$ cat config.mk
export PLATFORM = sky130hd
export DESIGN_NAME = press_classifier
export DESIGN_NICKNAME = d
export VERILOG_FILES = /design/src/rtl/press_pkg.sv /design/src/rtl/press_classifier_tick_gen.sv /design/src/rtl/press_classifier.sv
export SDC_FILE = /design/constraint.sdc
export NUM_CORES = 1
export LEC_CHECK = 0
export ABC_AREA = 1
export CORE_MARGIN = 5
export CORE_UTILIZATION = 35
export CTS_BUF_LIST = sky130_fd_sc_hd__clkbuf_8 sky130_fd_sc_hd__clkbuf_16
export DETAILED_ROUTE_END_ITERATION = 10
export GPL_TIMING_DRIVEN = 0
export HOLD_SLACK_MARGIN = 0.12
export PLACE_DENSITY = 0.48
export SETUP_SLACK_MARGIN = 0.15
export SLEW_MARGIN = 20
export SYNTH_ARGS = -nofsm -noshare
export SYNTH_HDL_FRONTEND = slang
export SYNTH_HIERARCHICAL = 1
export SYNTH_SLANG_ARGS = --single-unit
$ cat constraint.sdc
create_clock -name clk -period 2.4 [get_ports clk]
set_input_delay 0.48 -clock clk [delete_from_list [all_inputs] [get_ports clk]]
set_output_delay 0.48 -clock clk [all_outputs]
set_load 0.005 [all_outputs]
$ cat src/rtl/press_pkg.sv
// Shared constants for the button press classifier: state encoding and
// default timing parameters.
package press_pkg;

  localparam int TICK_DIV_DEF     = 1_000_000;
  localparam int LONG_TICKS_DEF   = 100;
  localparam int DCLICK_TICKS_DEF = 30;
  localparam int TCNT_W           = 8;

  typedef enum logic [2:0] {
    ST_IDLE      = 3'd0,
    ST_PRESS1    = 3'd1,
    ST_WAIT2     = 3'd2,
    ST_PRESS2    = 3'd3,
    ST_LONG_HOLD = 3'd4
  } state_e;

endpackage

$ cat src/rtl/press_classifier_tick_gen.sv
// Free-running prescaler: one-cycle tick every DIV clocks, never restarted
// by button activity.
module tick_gen
  import press_pkg::*;
#(
  parameter int DIV = TICK_DIV_DEF
) (
  input  logic clk,
  input  logic rst,
  output logic tick
);

  localparam int CW = $clog2(DIV);
  localparam logic [CW-1:0] LAST = CW'(DIV - 1);

  logic [CW-1:0] cnt_q, cnt_d;

  always_comb begin
    tick  = (cnt_q == LAST);
    cnt_d = tick ? '0 : cnt_q + 1'b1;
  end

  always_ff @(posedge clk or posedge rst) begin
    if (rst) cnt_q <= '0;
    else     cnt_q <= cnt_d;
  end

endmodule

$ cat src/rtl/press_classifier.sv
// Classifies a debounced button into short press, long press and double
// click, each reported as a registered one-cycle pulse.
module press_classifier
  import press_pkg::*;
#(
  parameter int TICK_DIV     = TICK_DIV_DEF,
  parameter int LONG_TICKS   = LONG_TICKS_DEF,
  parameter int DCLICK_TICKS = DCLICK_TICKS_DEF
) (
  input  logic clk,
  input  logic rst,
  input  logic db,
  output logic short_press,
  output logic long_press,
  output logic double_click,
  output logic busy
);

  localparam logic [TCNT_W-1:0] LONG_LAST   = TCNT_W'(LONG_TICKS - 1);
  localparam logic [TCNT_W-1:0] DCLICK_LAST = TCNT_W'(DCLICK_TICKS - 1);

  logic tick;

  tick_gen #(.DIV(TICK_DIV)) u_tick (
    .clk  (clk),
    .rst  (rst),
    .tick (tick)
  );

  state_e            state_q, state_d;
  logic [TCNT_W-1:0] tcnt_q, tcnt_d;
  logic              db_q, armed_q, armed_d;
  logic              short_q, short_d, long_q, long_d, dbl_q, dbl_d, busy_q, busy_d;
  logic              rise, fall;

  // armed_q stays low after reset until db is seen low, so a button held
  // through reset cannot masquerade as a fresh press.
  always_comb begin
    rise    = db & ~db_q & armed_q;
    fall    = ~db & db_q;
    armed_d = armed_q | ~db;
    state_d = state_q;
    tcnt_d  = tcnt_q;
    short_d = 1'b0;
    long_d  = 1'b0;
    dbl_d   = 1'b0;

    case (state_q)
      ST_IDLE: if (rise) state_d = ST_PRESS1;
      ST_PRESS1: begin
        if (fall) state_d = ST_WAIT2;
        else if (tick && tcnt_q == LONG_LAST) begin
          long_d  = 1'b1;
          state_d = ST_LONG_HOLD;
        end else if (tick) tcnt_d = tcnt_q + 1'b1;
      end
      ST_WAIT2: begin
        if (rise) begin
          dbl_d   = 1'b1;
          state_d = ST_PRESS2;
        end else if (tick && tcnt_q == DCLICK_LAST) begin
          short_d = 1'b1;
          state_d = ST_IDLE;
        end else if (tick) tcnt_d = tcnt_q + 1'b1;
      end
      ST_PRESS2, ST_LONG_HOLD: if (fall) state_d = ST_IDLE;
      default: state_d = ST_IDLE;
    endcase

    if (state_d != state_q) tcnt_d = '0;
    busy_d = (state_d != ST_IDLE);
  end

  always_ff @(posedge clk or posedge rst) begin
    if (rst) begin
      state_q <= ST_IDLE;
      tcnt_q  <= '0;
      db_q    <= 1'b0;
      armed_q <= 1'b0;
      short_q <= 1'b0;
      long_q  <= 1'b0;
      dbl_q   <= 1'b0;
      busy_q  <= 1'b0;
    end else begin
      state_q <= state_d;
      tcnt_q  <= tcnt_d;
      db_q    <= db;
      armed_q <= armed_d;
      short_q <= short_d;
      long_q  <= long_d;
      dbl_q   <= dbl_d;
      busy_q  <= busy_d;
    end
  end

  assign short_press  = short_q;
  assign long_press   = long_q;
  assign double_click = dbl_q;
  assign busy         = busy_q;

endmodule

==> out/metrics.yaml, run 1 <==
dieArea_sq_um: 8240
finalWirelength_mm: 4.90
synth-compound-area-share: 0.0477
dieWidth_um: 90.8
core.rowCount: 29
final_cell_mix: "nand2_1 (66), inv_1 (50), nor2_1 (44)"
syn_nets: 319
cp.required_ns: 2.58
drc: 0
multi_input_area_sq_um: 1250
relSlewSlack: 0.468
p_total_mw: 1.41
max_freq_mhz: 485
netlist_top_cells_area: "dfrtp_1 (41%), nand2_1 (11%), nor2_1 (8.9%)"
synthSimpleGateAreaFrac: 0.407
setup_tns_ns: 0
grt_pass1_vias: 1786
antenna_found_initial: 0
synth_top_area_frac: 0.406
fin_crit_sh: 0.860
r2r-start: "u_tick/cnt_q[1]"
grtUsageTotal: 0.129
netlist_area_sq_um: 2280
crit_top_cell: "nand2_4"
fin_crit_ns: 2.06
reg2regPathDepth: 14
cts_tree: "yes"
synth_top_cell_by_area: "dfrtp_1"
synth_cells: 313
power_density_nw_per_um2: 527
cts_buffer_depth: 2
cts.clk_slew.worst_paths_ns: 0.08
insertion_delay_ns: 0.29
synth_top_family_by_area: "simple AND/OR/NAND/NOR gates"
grt_setup_unrepaired: "no"
yosysSeqAreaShare: 0.406
cts.sinks: 37
crit_family: "simple AND/OR/NAND/NOR gates"
clockRootBuffer: "clkbuf_8"
area_delta_synth_final_pct: 17.3
cp_slowest_cell: "dfrtp_1"
grt_pass1_wl_mm: 8.69
synthAdderAreaFrac: 0.0164
wl_met3_um: 167
hp-class: "flip-flop to flip-flop"
htreeDepth: 2
leakage_nw: 1.26
wl_met1_mm: 2.63
cts_buffers: 5
final_area_sq_um: 2680
critPathMaxStageDelay_ns: 0.40
skew_ns: 0.00706
nFillCells: 666
arrival_ns: 2.25
cp_max_fo: 7
regArea_sq_um: 927
io_pins: 7
grt-ovfl-total: 0
drive_above_1_share: 0.188
hold_end: "armed_q"
drv_slew: 0
ys_seq_elements: 37
vias: 1948
placed_area_sq_um: 2440
critPathLaunchType: "flip-flop"
viasPerCell: 4.73
core_area_sq_um: 6350
die_h_um: 90.8
dp_hpwl_mm: 3.65
ir_worst_vdd_mv: 0.436
rr_endpoint: "tcnt_q[1]"
path_class: "flip-flop to flip-flop"
hold_path_depth: 1
drt_iter0_markers: 79
cp_cell_sequence: "ha_4 -> nand3_2 -> nor2_4 -> nand3b_1 -> inv_2 -> nand2_4 -> nor2_4 -> nand3_4 -> nand2_4 -> inv_2 -> nand2_4 -> nor2_1 -> a21oi_1 -> nor2_2"
postCtsHoldBufs: 0
antenna_left: 0
cp_num_buf_inv: 2
yosysWarnings: 6
ys_types: 28
status: "completed"
cap_viol_max_count: 0
setup_slack_ns: 0.337
io_buffer_count: 6
synth_xor_xnor_area_share: 0.0345
topRoutingLayerUsed: "met4"
final_common_cell: "nand2_1"
first_pass_iters: 4
start_util: 0.359
synth_mux_area_frac: 0
wl_per_cell_um: 11.9
final-hold-violation-count: 0
grt_max_degree: 21
rrSetupSlack_ns: 0.34
hp-start: "armed_q"
syn_area_per_cell_sq_um: 7.29
place_congestion: 0.808
antenna_cells: 0
dpl_worst_slack_ns: -0.149
nNetsFinal: 340
tightest_slew_ns: 0.797
routed-wl-met2_mm: 2.06
setup_viol: 0
critPathCaptureType: "flip-flop"
==> routing by layer <==
layer / GRT usage / vias up
met5: 0 / -
met2: 0.186 / 25
li1: - / 1025
met3: 0.0258 / 5
met1: 0.194 / 893
met4: 0.0335 / 0
==> sequential cells by signal, summed over array words and instances, names as in the netlist <==
| signal | flops |
|---|---|
| armed_q | 1 |
| short_press | 1 |
| long_press | 1 |
| db_q | 1 |
| u_tick/cnt_q | 20 |
| tcnt_q | 8 |
| double_click | 1 |
| busy | 1 |
| state_q | 3 |
==> worst max-delay path by stage <==
stage,startpoint,to,slack (ns),cells after the start
after CTS,u_tick/cnt_q[0],tcnt_q[0],0.17,14
after floorplan,u_tick/cnt_q[0],tcnt_q[3],0.40,14
final,u_tick/cnt_q[1],tcnt_q[1],0.34,14
after global placement,u_tick/cnt_q[0],tcnt_q[5],-0.15,14
after detailed placement,u_tick/cnt_q[0],tcnt_q[0],-0.15,14
after global routing,u_tick/cnt_q[1],tcnt_q[6],0.17,14
==> cell usage after synthesis, drive strengths merged <==
library cell  instances
nor3                  6
o211ai                1
nand3b                1
or2                   1
nand4                 8
and2                  1
o31ai                 1
ha                    3
nor2                 66
a21oi                 7
o21ai                11
xor2                  8
inv                  54
nand2                75
xnor2                 1
dfrtp                37
nand3                32
==> metrics by stage <==
stage / util / instances / hold WS, ns
finish: 0.422 / 412 / 0.472
global route: 0.422 / 412 / 0.500
CTS: 0.405 / 407 / 0.467
detailed placement: 0.384 / 396 / 0.452
global placement: 0.384 / 396 / 0.450
floorplan: - / 313 / 0.406
==> what timing repair did <==
| action | 4_1_cts | 5_1_grt |
|---|---|---|
| pin swaps | 3 | 8 |
| setup endpoints to repair | 9 | 9 |
| buffers inserted | 3 | 5 |
| resized for setup | 8 | 18 |
==> layout make-up <==
type | instances | share of cell area
multi-input combinational | 222 | 0.467
sequential | 37 | 0.346
inverter | 54 | 0.0757
timing repair buffer | 14 | 0.0449
tap | 77 | 0.0360
clock buffer | 5 | 0.0257
clock inverter | 3 | 0.00421
==> report_power, final <==
part / internal, mW / switching, mW / leakage [nW]
combinational: 0.102 / 0.220 / 0.721
sequential: 0.648 / 0.0227 / 0.489
clock: 0.194 / 0.223 / 0.0519
==> cell families (layout without fill, tap and decap cells) <==
| family | after synthesis | in the layout |
|---|---|---|
| buf+inv | 54 | 76 |
| flops | 37 | 37 |
| simple gates | 190 | 190 |
| compound gates | 20 | 20 |
| xor+xnor | 9 | 9 |
| fa+ha+maj | 3 | 3 |
No activity file was read; power rests on OpenSTA's default activity.
==> run 2, diff against run 1 <==
CTS_CLUSTER_SIZE = 25   (was unset)
SKIP_CTS_REPAIR_TIMING = 1   (was unset)
==> run 2 against run 1 <==
Routed wire length is 0.96% higher. Combinational power hardly changed. Sequential share of layout area is 0.37 points lower. Via count is 0.26% higher. Clock-buffer cell count stayed put. Sequential power hardly changed. Clock skew hardly changed. Global-route usage is 0.21 points lower. Utilization is 0.45 points higher. Register-to-register slack worse by 0.06 ns. Largest cell class unchanged.
==> out/metrics.yaml, run 2 (synthesis gave the netlist of run 1 again) <==
final_cells: 413
cp_max_fo: 8
start_util: 0.359
cp.required_ns: 2.62
setup_slack_ns: 0.280
arrival_ns: 2.34
core.rowCount: 29
antenna_cells: 0
vias: 1953
area_delta_synth_final_pct: 18.6
io_buffer_count: 6
critPathCaptureType: "flip-flop"
setup_tns_ns: 0
fin_crit_sh: 0.883
finish.utilization: 0.426
io_pins: 7
p_comb_frac: 0.229
grt_pass1_wl_mm: 8.55
place_congestion: 0.808
power_density_nw_per_um2: 522
path_class: "flip-flop to flip-flop"
drv_slew: 0
largest_registers: "u_tick/cnt_q: 20 flops, tcnt_q: 8 flops, state_q: 3 flops"
finalWirelength_mm: 4.95
relSlewSlack: 0.468
crit_top_cell: "nand2_1"
cts_buffers: 5
nFillCells: 659
clkPwrFrac: 0.296
drt_iter0_markers: 90
cp_cell_sequence: "ha_4 -> nand3_4 -> nor2_4 -> nand3b_1 -> inv_2 -> nand2_4 -> nor2_4 -> nand2_1 -> nand2_1 -> nand2_1 -> nand2_1 -> nand2_2 -> nand3_2 -> nand3_4 -> nor2_1"
clockRootBuffer: "clkbuf_8"
grt_max_degree: 21
fin_crit_ns: 2.12
grt_setup_unrepaired: "yes"
pwr-share-seq: 0.475
dieWidth_um: 90.8
die_h_um: 90.8
max_freq_mhz: 472
insertion_delay_ns: 0.29
drc: 0
regArea_sq_um: 927
drive_above_1_share: 0.196
power.internal_mw: 0.945
ir_worst_vdd_mv: 0.437
cap_viol_max_count: 0
multi_input_area_sq_um: 1260
dieArea_sq_um: 8240
grt_pass1_vias: 1765
cp_slowest_cell: "dfrtp_1"
status: "completed"
cts.clk_slew.worst_paths_ns: 0.08
grt-ovfl-total: 0
final_cell_mix: "nand2_1 (65), inv_1 (50), nor2_1 (44)"
largest_reg_flops: 20
viasPerCell: 4.73
netSwitchingPower_mw: 0.469
dp_hpwl_mm: 3.65
top_register: "u_tick/cnt_q"
leakage_nw: 1.27
setup_viol: 0
htreeDepth: 2
grtUsageTotal: 0.127
antenna_found_initial: 0
final-hold-violation-count: 0
cp_num_buf_inv: 1
switching_share: 0.332
dpl_worst_slack_ns: -0.149
tightest_slew_ns: 0.798
cts_buffer_depth: 2
skew_ns: 0.00681
place_inst: 396
cts.sinks: 37
core_area_sq_um: 6350
antenna_left: 0
hp-class: "flip-flop to flip-flop"
critPathLaunchType: "flip-flop"
final_common_cell: "nand2_1"
nNetsFinal: 341
critPathMaxStageDelay_ns: 0.41
crit_family: "simple AND/OR/NAND/NOR gates"
cts_tree: "yes"
first_pass_iters: 4
wl_per_cell_um: 12.0
==> run 2: area by class of cell <==
| cell class | count | area share |
|---|---|---|
| Tap cell | 77 | 0.0356 |
| Timing Repair Buffer | 15 | 0.0518 |
| Clock buffer | 5 | 0.0254 |
| Clock inverter | 3 | 0.00416 |
| Multi-Input combinational cell | 222 | 0.466 |
| Inverter | 54 | 0.0749 |
| Sequential cell | 37 | 0.343 |
==> run 2: power by group through the flow <==
stage | Sequential (mW) | Combinational, mW | Clock (mW)
2_1_floorplan | 0.682 | 0.199 | 0
3_3_place_gp | 0.684 | 0.285 | 0
3_5_place_dp | 0.683 | 0.280 | 0
4_1_cts | 0.671 | 0.281 | 0.439
5_1_grt | 0.673 | 0.368 | 0.464
6_report | 0.671 | 0.324 | 0.418
==> run 2: path summary, 6_finish.rpt <==
| path | to | cells past startpoint | slack [ns] | from |
|---|---|---|---|---|
| setup / recovery | tcnt_q[4] | 15 | 0.28 | u_tick/cnt_q[1] |
| hold / removal | armed_q | 1 | 0.47 | armed_q |
| setup reg to reg | tcnt_q[4] | 15 | 0.28 | u_tick/cnt_q[1] |
| hold reg to reg | armed_q | 1 | 0.47 | armed_q |
| max in group asynchronous | u_tick/cnt_q[15] | 2 | 1.19 | rst |
| min in group asynchronous | double_click | 2 | 0.62 | rst |
==> run 2: routing by layer <==
| metal | GRT usage | part of all wire |
|---|---|---|
| met3 | 0.0258 | 0.037 |
| met4 | 0.0335 | 0.0085 |
| met2 | 0.180 | 0.43 |
| met5 | 0 | 0 |
| met1 | 0.193 | 0.53 |
==> run 2: through the flow <==
step           area, sq um  hold WS, ns  power [mW]
2_1_floorplan         2280        0.406       0.880
3_3_place_gp          2440        0.450       0.969
3_5_place_dp          2440        0.452       0.963
4_1_cts               2520        0.463        1.39
5_1_grt               2710        0.500        1.50
6_report              2710        0.471        1.41
